### src/rtl/demux128_reg_pkg.sv
// ----------------------------------------------------------------------------
// demux128_reg_pkg
//   Shared definitions for the demux128_reg slice: default data width, default
//   per-destination counter width, the single-entry slot state encoding, the
//   destination encoding, and a small helper used for output steering.
// ----------------------------------------------------------------------------
package demux128_reg_pkg;

  localparam int DEF_WIDTH = 128;
  localparam int DEF_CNTW  = 8;

  // Occupancy of the single registered entry.
  typedef enum logic {
    EMPTY = 1'b0,
    FULL  = 1'b1
  } state_t;

  // Destination encoding carried alongside the held word.
  localparam logic DST_A = 1'b0;
  localparam logic DST_B = 1'b1;

  // True when the held entry is valid and addressed to destination 'port'.
  function automatic logic slot_targets(input logic full, input logic dst,
                                        input logic port);
    return full && (dst == port);
  endfunction

endpackage : demux128_reg_pkg

### src/rtl/demux128_reg_if.sv
// ----------------------------------------------------------------------------
// demux128_reg_if
//   Bundles the source handshake, both destination handshakes and the two
//   delivery counters of demux128_reg.
//   master : the environment (drives in/in_valid/sel and both out*_ready)
//   slave  : the demux block (drives in_ready, outa/outb, valids, counters)
//   Data words are ordered [0:WIDTH-1]; bit 0 is the MSB.
// ----------------------------------------------------------------------------
interface demux128_reg_if
  import demux128_reg_pkg::*;
#(
  parameter int WIDTH = DEF_WIDTH,
  parameter int CNTW  = DEF_CNTW
);

  // Source side
  logic [0:WIDTH-1] in;
  logic             in_valid;
  logic             sel;
  logic             in_ready;

  // Destination A
  logic [0:WIDTH-1] outa;
  logic             outa_valid;
  logic             outa_ready;

  // Destination B
  logic [0:WIDTH-1] outb;
  logic             outb_valid;
  logic             outb_ready;

  // Delivery counters
  logic [CNTW-1:0]  cnta;
  logic [CNTW-1:0]  cntb;

  modport master (
    output in, in_valid, sel, outa_ready, outb_ready,
    input  in_ready, outa, outa_valid, outb, outb_valid, cnta, cntb
  );

  modport slave (
    input  in, in_valid, sel, outa_ready, outb_ready,
    output in_ready, outa, outa_valid, outb, outb_valid, cnta, cntb
  );

endinterface : demux128_reg_if

### src/rtl/demux128_slot.sv
// ----------------------------------------------------------------------------
// demux128_slot
//   Single-entry holding register: data word, destination bit and full flag.
//   Ports:
//     clk, reset : clock, asynchronous active-high reset (slot -> EMPTY, zeros)
//     load       : capture d/dst_in this edge; slot is FULL afterwards
//     clear      : held word has left this edge; slot empties unless load
//     d, dst_in  : incoming word and its destination
//     data_p0    : held word
//     dst_p0     : held destination (0 = A, 1 = B)
//     full       : entry valid
//   load wins over clear so a same-cycle drain and refill keeps the slot FULL.
// ----------------------------------------------------------------------------
module demux128_slot
  import demux128_reg_pkg::*;
#(
  parameter int WIDTH = DEF_WIDTH
) (
  input  logic             clk,
  input  logic             reset,
  input  logic             load,
  input  logic             clear,
  input  logic [0:WIDTH-1] d,
  input  logic             dst_in,
  output logic [0:WIDTH-1] data_p0,
  output logic             dst_p0,
  output logic             full
);

  state_t state, state_nxt;

  always_ff @(posedge clk or posedge reset) begin
    if (reset) begin
      state <= EMPTY;
    end else begin
      state <= state_nxt;
    end
  end

  always_comb begin
    state_nxt = state;
    case (state)
      EMPTY: begin
        if (load) state_nxt = FULL;
      end
      FULL: begin
        if (load)       state_nxt = FULL;
        else if (clear) state_nxt = EMPTY;
      end
      default: state_nxt = EMPTY;
    endcase
  end

  // Stage p0: the held word. Cleared on reset so a discarded word leaves no
  // trace on the outputs or in the register.
  always_ff @(posedge clk or posedge reset) begin
    if (reset) begin
      data_p0 <= '0;
      dst_p0  <= DST_A;
    end else if (load) begin
      data_p0 <= d;
      dst_p0  <= dst_in;
    end
  end

  assign full = (state == FULL);

endmodule : demux128_slot

### src/rtl/demux128_reg.sv
// ----------------------------------------------------------------------------
// demux128_reg
//   Registered 1-to-2 demultiplexer with valid/ready handshakes. One word is
//   held at a time and presented to the destination chosen by sel when it
//   was accepted; the other destination sees zeros. Per-destination counters
//   record delivered words and wrap silently.
//   Ports:
//     clk   : clock, all state changes on the rising edge
//     reset : asynchronous active-high reset
//     bus   : demux128_reg_if.slave
//             in/in_valid/sel/in_ready        source handshake
//             outa/outa_valid/outa_ready      destination A
//             outb/outb_valid/outb_ready      destination B
//             cnta/cntb                       delivered-word counters
// ----------------------------------------------------------------------------
module demux128_reg
  import demux128_reg_pkg::*;
#(
  parameter int WIDTH = DEF_WIDTH,
  parameter int CNTW  = DEF_CNTW
) (
  input  logic          clk,
  input  logic          reset,
  demux128_reg_if.slave bus
);

  logic [0:WIDTH-1] data_p0;
  logic             dst_p0;
  logic             full;

  logic             vld_a_p0;
  logic             vld_b_p0;
  logic             xfer_a;
  logic             xfer_b;
  logic             xfer_out;
  logic             load;

  logic [CNTW-1:0]  cnta_q;
  logic [CNTW-1:0]  cntb_q;

  demux128_slot #(
    .WIDTH (WIDTH)
  ) u_slot (
    .clk     (clk),
    .reset   (reset),
    .load    (load),
    .clear   (xfer_out),
    .d       (bus.in),
    .dst_in  (bus.sel),
    .data_p0 (data_p0),
    .dst_p0  (dst_p0),
    .full    (full)
  );

  // Only the addressed destination's ready can complete a transfer; the
  // other ready is masked out by the valid term.
  assign vld_a_p0 = slot_targets(full, dst_p0, DST_A);
  assign vld_b_p0 = slot_targets(full, dst_p0, DST_B);
  assign xfer_a   = vld_a_p0 & bus.outa_ready;
  assign xfer_b   = vld_b_p0 & bus.outb_ready;
  assign xfer_out = xfer_a | xfer_b;

  // Ready while empty, or while the held word drains this same cycle so a
  // continuous stream runs at one word per clock. full is reset
  // asynchronously, so this rises immediately with reset.
  assign bus.in_ready = ~full | xfer_out;
  assign load         = bus.in_valid & bus.in_ready;

  // Stage p0 outputs: steer the held word, zeros elsewhere.
  assign bus.outa_valid = vld_a_p0;
  assign bus.outb_valid = vld_b_p0;
  assign bus.outa       = vld_a_p0 ? data_p0 : '0;
  assign bus.outb       = vld_b_p0 ? data_p0 : '0;

  // Delivery counters; natural modulo-2^CNTW wrap.
  always_ff @(posedge clk or posedge reset) begin
    if (reset) begin
      cnta_q <= '0;
      cntb_q <= '0;
    end else begin
      if (xfer_a) cnta_q <= cnta_q + 1'b1;
      if (xfer_b) cntb_q <= cntb_q + 1'b1;
    end
  end

  assign bus.cnta = cnta_q;
  assign bus.cntb = cntb_q;

endmodule : demux128_reg

### src/flat_wrapper.sv
// flat-port wrapper written by rule: the top's interface ports become plain ports
module demux128_reg_flat import demux128_reg_pkg::*;
#(
  parameter int WIDTH = DEF_WIDTH,
  parameter int CNTW  = DEF_CNTW
)
  (clk, reset, bus_in, bus_in_valid, bus_sel, bus_outa_ready, bus_outb_ready, bus_in_ready, bus_outa, bus_outa_valid, bus_outb, bus_outb_valid, bus_cnta, bus_cntb);
  demux128_reg_if #(.WIDTH(WIDTH), .CNTW(CNTW)) bus_i ();
  input  logic clk;
  input  logic reset;
  input wire logic [$bits(bus_i.in)-1:0] bus_in;
  input wire logic [$bits(bus_i.in_valid)-1:0] bus_in_valid;
  input wire logic [$bits(bus_i.sel)-1:0] bus_sel;
  input wire logic [$bits(bus_i.outa_ready)-1:0] bus_outa_ready;
  input wire logic [$bits(bus_i.outb_ready)-1:0] bus_outb_ready;
  output wire logic [$bits(bus_i.in_ready)-1:0] bus_in_ready;
  output wire logic [$bits(bus_i.outa)-1:0] bus_outa;
  output wire logic [$bits(bus_i.outa_valid)-1:0] bus_outa_valid;
  output wire logic [$bits(bus_i.outb)-1:0] bus_outb;
  output wire logic [$bits(bus_i.outb_valid)-1:0] bus_outb_valid;
  output wire logic [$bits(bus_i.cnta)-1:0] bus_cnta;
  output wire logic [$bits(bus_i.cntb)-1:0] bus_cntb;
  assign bus_i.in = bus_in;
  assign bus_i.in_valid = bus_in_valid;
  assign bus_i.sel = bus_sel;
  assign bus_i.outa_ready = bus_outa_ready;
  assign bus_i.outb_ready = bus_outb_ready;
  assign bus_in_ready = bus_i.in_ready;
  assign bus_outa = bus_i.outa;
  assign bus_outa_valid = bus_i.outa_valid;
  assign bus_outb = bus_i.outb;
  assign bus_outb_valid = bus_i.outb_valid;
  assign bus_cnta = bus_i.cnta;
  assign bus_cntb = bus_i.cntb;
  demux128_reg #(.WIDTH(WIDTH), .CNTW(CNTW)) u_core (.clk(clk), .reset(reset), .bus(bus_i));
endmodule
### config.mk
export PLATFORM = sky130hd
export DESIGN_NAME = demux128_reg_flat
export DESIGN_NICKNAME = d
export VERILOG_FILES = /design/src/rtl/demux128_reg_pkg.sv /design/src/rtl/demux128_reg_if.sv /design/src/rtl/demux128_slot.sv /design/src/rtl/demux128_reg.sv /design/src/flat_wrapper.sv
export SDC_FILE = /design/constraint.sdc
export NUM_CORES = 1
export LEC_CHECK = 0
export CORE_AREA = 2 2 157 159
export DETAILED_ROUTE_END_ITERATION = 7
export DIE_AREA = 0 0 159 161
export GPL_TIMING_DRIVEN = 0
export PLACE_DENSITY = 0.7
export SLEW_MARGIN = 20
export SYNTH_ARGS = -nofsm -noshare
export SYNTH_HDL_FRONTEND = slang
export SYNTH_SLANG_ARGS = --single-unit
### constraint.sdc
create_clock -name clk -period 5.5 [get_ports clk]
set_input_delay 0.55 -clock clk [delete_from_list [all_inputs] [get_ports clk]]
set_output_delay 0.55 -clock clk [all_outputs]
set_load 0.01 [all_outputs]
==> results by group <==
Logic synthesis
  – Fraction of registers with async set/reset: 1.00
  – Register area share after synthesis: 0.462
  – Net Count, Synth: 776
  – Synth unique cells: 27
  – Primary FF master, synth: dfrtp_1
  – Syn_area_per_cell: 12.4 sq um
  – Most frequent cells after synthesis: 146 x dfrtp_1, 129 x and2_1, 128 x and3_1
  – Synth area leader: dfrtp_1
  – Synthesis warning total: 0
  – #FFs+latches synth: 146
  – Count leader, synth: dfrtp_1
  – Compound-gate portion of the synthesized area: 0.00237
  – Dominant cells by area after synthesis: dfrtp_1 46%, mux2_4 21%, and2_1 10%
  – Area share of the largest cell type after synthesis: 0.462
  – XOR/XNOR Fraction of Synth Area: 0.0155
  – Post-Synthesis Cells: 640
  – Netlist Area Pre-Place: 7910 sq um
  – Synth Area in Simple Gates: 0.222
  – Largest family of logic cells by synthesized area: multiplexers
  – Mux contribution to synthesized area: 0.240
  – Synth Area in Adders: 0.00316
  – EDFF count, synth: 0

Placed design
  – Setup Slack @ Placement: 2.08 ns
  – I/O Buffers: 408
  – Post-DP HPWL: 21200 microns
  – Placed Cells incl. Taps: 1373
  – GP Congestion: 0.882
  – Placed cell areas: 12400 sq um

Power
  – Int Pwr: 3.20 mW
  – Max VDD drop: 148 uV
  – Power share of the combinational group: 0.428
  – Switch Pwr: 1.54 mW
  – Switching fraction of total power: 0.325
  – Flop pwr share: 0.322
  – Pwr/cell area: 364 nW/um^2
  – Clk pwr share: 0.250
  – Pleak: 5.84 nW

Clock network
  – Clock Latency Late Sink: 0.42 ns
  – CTS tree: yes
  – H-tree levels: 4
  – CTS Sinks: 146
  – # hold bufs at CTS: 0
  – Post-CTS Setup Bufs: 0
  – Root Buffer: clkbuf_16
  – Max clock buf depth: 2
  – Register clock-pin slew on the reported worst setup and hold paths: 0.07 ns
  – CTS buffer count: 17
  – CTS resizes: 0

Global route
  – GRT Overall Usage: 0.219
  – Initial antenna violation count: 1
  – Vias in the first global route: 6901
  – First-pass GRT wire length: 42600 microns
  – Gr ovfl total: 0
  – Largest net degree at the start of global routing: 91

STA
  – Unrepaired setup endpoints after global routing: false
  – Final setup vio count: 0
  – Final hold violation count: 0
  – Max_slew headroom: 0.426
  – Min setup slack post-route: 1.76 ns
  – Final Critical Period: 3.74 ns
  – Hold WS: 0.475 ns
  – Fin crit share: 0.679
  – Final setup TNS: 0 ns
  – Tightest Pin Transition: 0.861 ns
  – Fin. max-slew vios: 0
  – Clk_skew: 0.0124 ns
  – Max Fclk: 268 MHz

Setup path
  – Critical path arrival: 3.19 ns
  – CP max FO: 10
  – Setup crit end kind: primary output
  – Reg2Reg Depth: 6
  – Crit Path Category: reg2out
  – R2R Path Start: u_core.u_slot.dst_p0$_DFFE_PP0P_
  – Critical Path RT: 4.95 ns
  – Reg2reg setup slack: 3.71 ns
  – RR Endpoint: u_core.u_slot.data_p0[97]$_DFFE_PP0P_
  – CP Launch Type: flop

Die
  – CORE AREA: 24000 sq um
  – Die H: 161 microns
  – Initial core utilization: 0.330
  – Ports: 409
  – Die area: 25600 sq um
  – Die X: 159 microns
  – Row Count: 57

Finish
  – Finished Layout Cells: 1408
  – Finished layout cell area: 13000 sq um
  – Nets: 1204
  – Area grow syn2layout: 64.7%
  – Share of layout cells above drive strength 1: 0.171
  – # fillers: 2098

Min path
  – Worst Hold Class: reg2reg
  – Min-delay src: u_core.bus.cnta[7]$_DFFE_PP0P_
  – Hold Crit Endpoint: u_core.bus.cnta[7]$_DFFE_PP0P_
  – Worst Hold Path Cells: 1

Outcome
  – Status: finished clean

Route
  – Routed via count: 6611
  – Vias per cell: 4.70
  – Wirelength, routed: 28400 microns
  – DRT antenna net count: 0
  – Number of remaining DRC errors: 0
  – Drt wl/cell: 20.2 microns
  – Detailed router's first-iteration violation count: 273
  – Detailed Routing Iterations Pass 1: 4

Run
  – Max cap viols: 0
kinds of logic (layout without fill, tap and decap cells):
| kind of cell | after synthesis | in the layout |
|---|---|---|
| AND/OR/NAND/NOR | 284 | 284 |
| multiplexers | 132 | 132 |
| AO/OA/AOI/OAI | 1 | 1 |
| other | 0 | 3 |
| buffers and inverters | 61 | 502 |
| XOR/XNOR | 14 | 14 |
| flip-flops | 146 | 146 |
| adder cells (fa/ha/maj) | 2 | 2 |
placed cells by master (no fill, tap or decap), types with 2 or more instances in the layout:
cell type | Yosys | routed
buf_12 | 11 | 11
mux2_2 | 21 | 21
clkbuf_8 | 0 | 2
buf_2 | 3 | 3
and2_1 | 129 | 129
inv_1 | 3 | 2
buf_6 | 3 | 3
clkbuf_16 | 0 | 17
xor2_1 | 6 | 6
nand2_1 | 8 | 8
xnor2_1 | 8 | 8
clkinvlp_4 | 0 | 3
and3_1 | 128 | 128
inv_8 | 0 | 4
clkdlybuf4s50_1 | 0 | 408
nor2_1 | 4 | 4
ha_1 | 2 | 2
inv_6 | 0 | 6
dfrtp_1 | 146 | 146
nand3_1 | 3 | 3
clkbuf_1 | 41 | 41
nand4_1 | 2 | 2
or3_1 | 2 | 2
mux2_4 | 110 | 110
nor3_1 | 2 | 2
diode_2 | 0 | 3
power groups by stage:
stage | sequential [mW] | clock (mW) | combinational (mW)
after floorplan | 1.47 | 0 | 0.999
after global placement | 1.53 | 0 | 2.02
after detailed placement | 1.54 | 0 | 2.05
after CTS | 1.52 | 1.22 | 2.05
after global routing | 1.56 | 1.26 | 2.16
final | 1.53 | 1.19 | 2.03
flip-flops by register name (all words and copies together) (netlist names):
register               count
u_core.u_slot.full         1
u_core.u_slot.data_p0    128
u_core.bus.cntb            8
u_core.u_slot.dst_p0       1
u_core.bus.cnta            8
worst max-delay path, cell delays in order, from the launching register on:
cell and delay, ns:
dfrtp_1 0.32, buf_2 0.25, nor2b_1 0.25, buf_2 0.40
clkbuf_1 0.67, and2_1 0.30, clkdlybuf4s50_1 0.57
layer usage:
layer | track usage | up-vias | share of wire
met2 | 0.378 | 289 | 0.49
met4 | 0.0550 | 0 | 0.020
li1 | - | 3045 | -
met1 | 0.263 | 3247 | 0.41
met3 | 0.0740 | 30 | 0.079
met5 | 0 | - | 0
final cells by class:
cell class | instances | area [sq um] | share of cell area
repair buffers | 409 | 4110 | 0.315
multi-input cells | 433 | 3830 | 0.293
flip-flops and latches | 146 | 3650 | 0.280
clock buffers | 19 | 453 | 0.0347
plain buffers | 58 | 423 | 0.0324
well taps | 324 | 405 | 0.0311
clock inverters | 13 | 139 | 0.0107
inverters | 3 | 18.8 | 0.00144
diodes | 3 | 7.51 | 0.000576
worst max-delay path by stage:
stage                                       startpoint                              endpoint  slack, ns  depth (start not counted)
after floorplan                                  reset        u_core.bus.cnta[0]$_DFFE_PP0P_       1.03                          1
after global placement                           reset  u_core.u_slot.data_p0[9]$_DFFE_PP0P_      -1.35                          2
after detailed placement  u_core.u_slot.full$_DFF_PP0_                          bus_outa[13]       2.08                          6
after CTS                 u_core.u_slot.full$_DFF_PP0_                          bus_outa[13]       1.60                          6
after global routing      u_core.u_slot.full$_DFF_PP0_                          bus_outa[13]       1.51                          6
final                     u_core.u_slot.full$_DFF_PP0_                          bus_outa[13]       1.76                          6
metrics by stage:
step,total power [mW],utilization
6_report,4.75,0.544
3_5_place_dp,3.59,0.519
2_1_floorplan,2.47,-
3_3_place_gp,3.55,0.518
5_1_grt,4.98,0.544
4_1_cts,4.80,0.544
(Power assumes the default switching activity.)
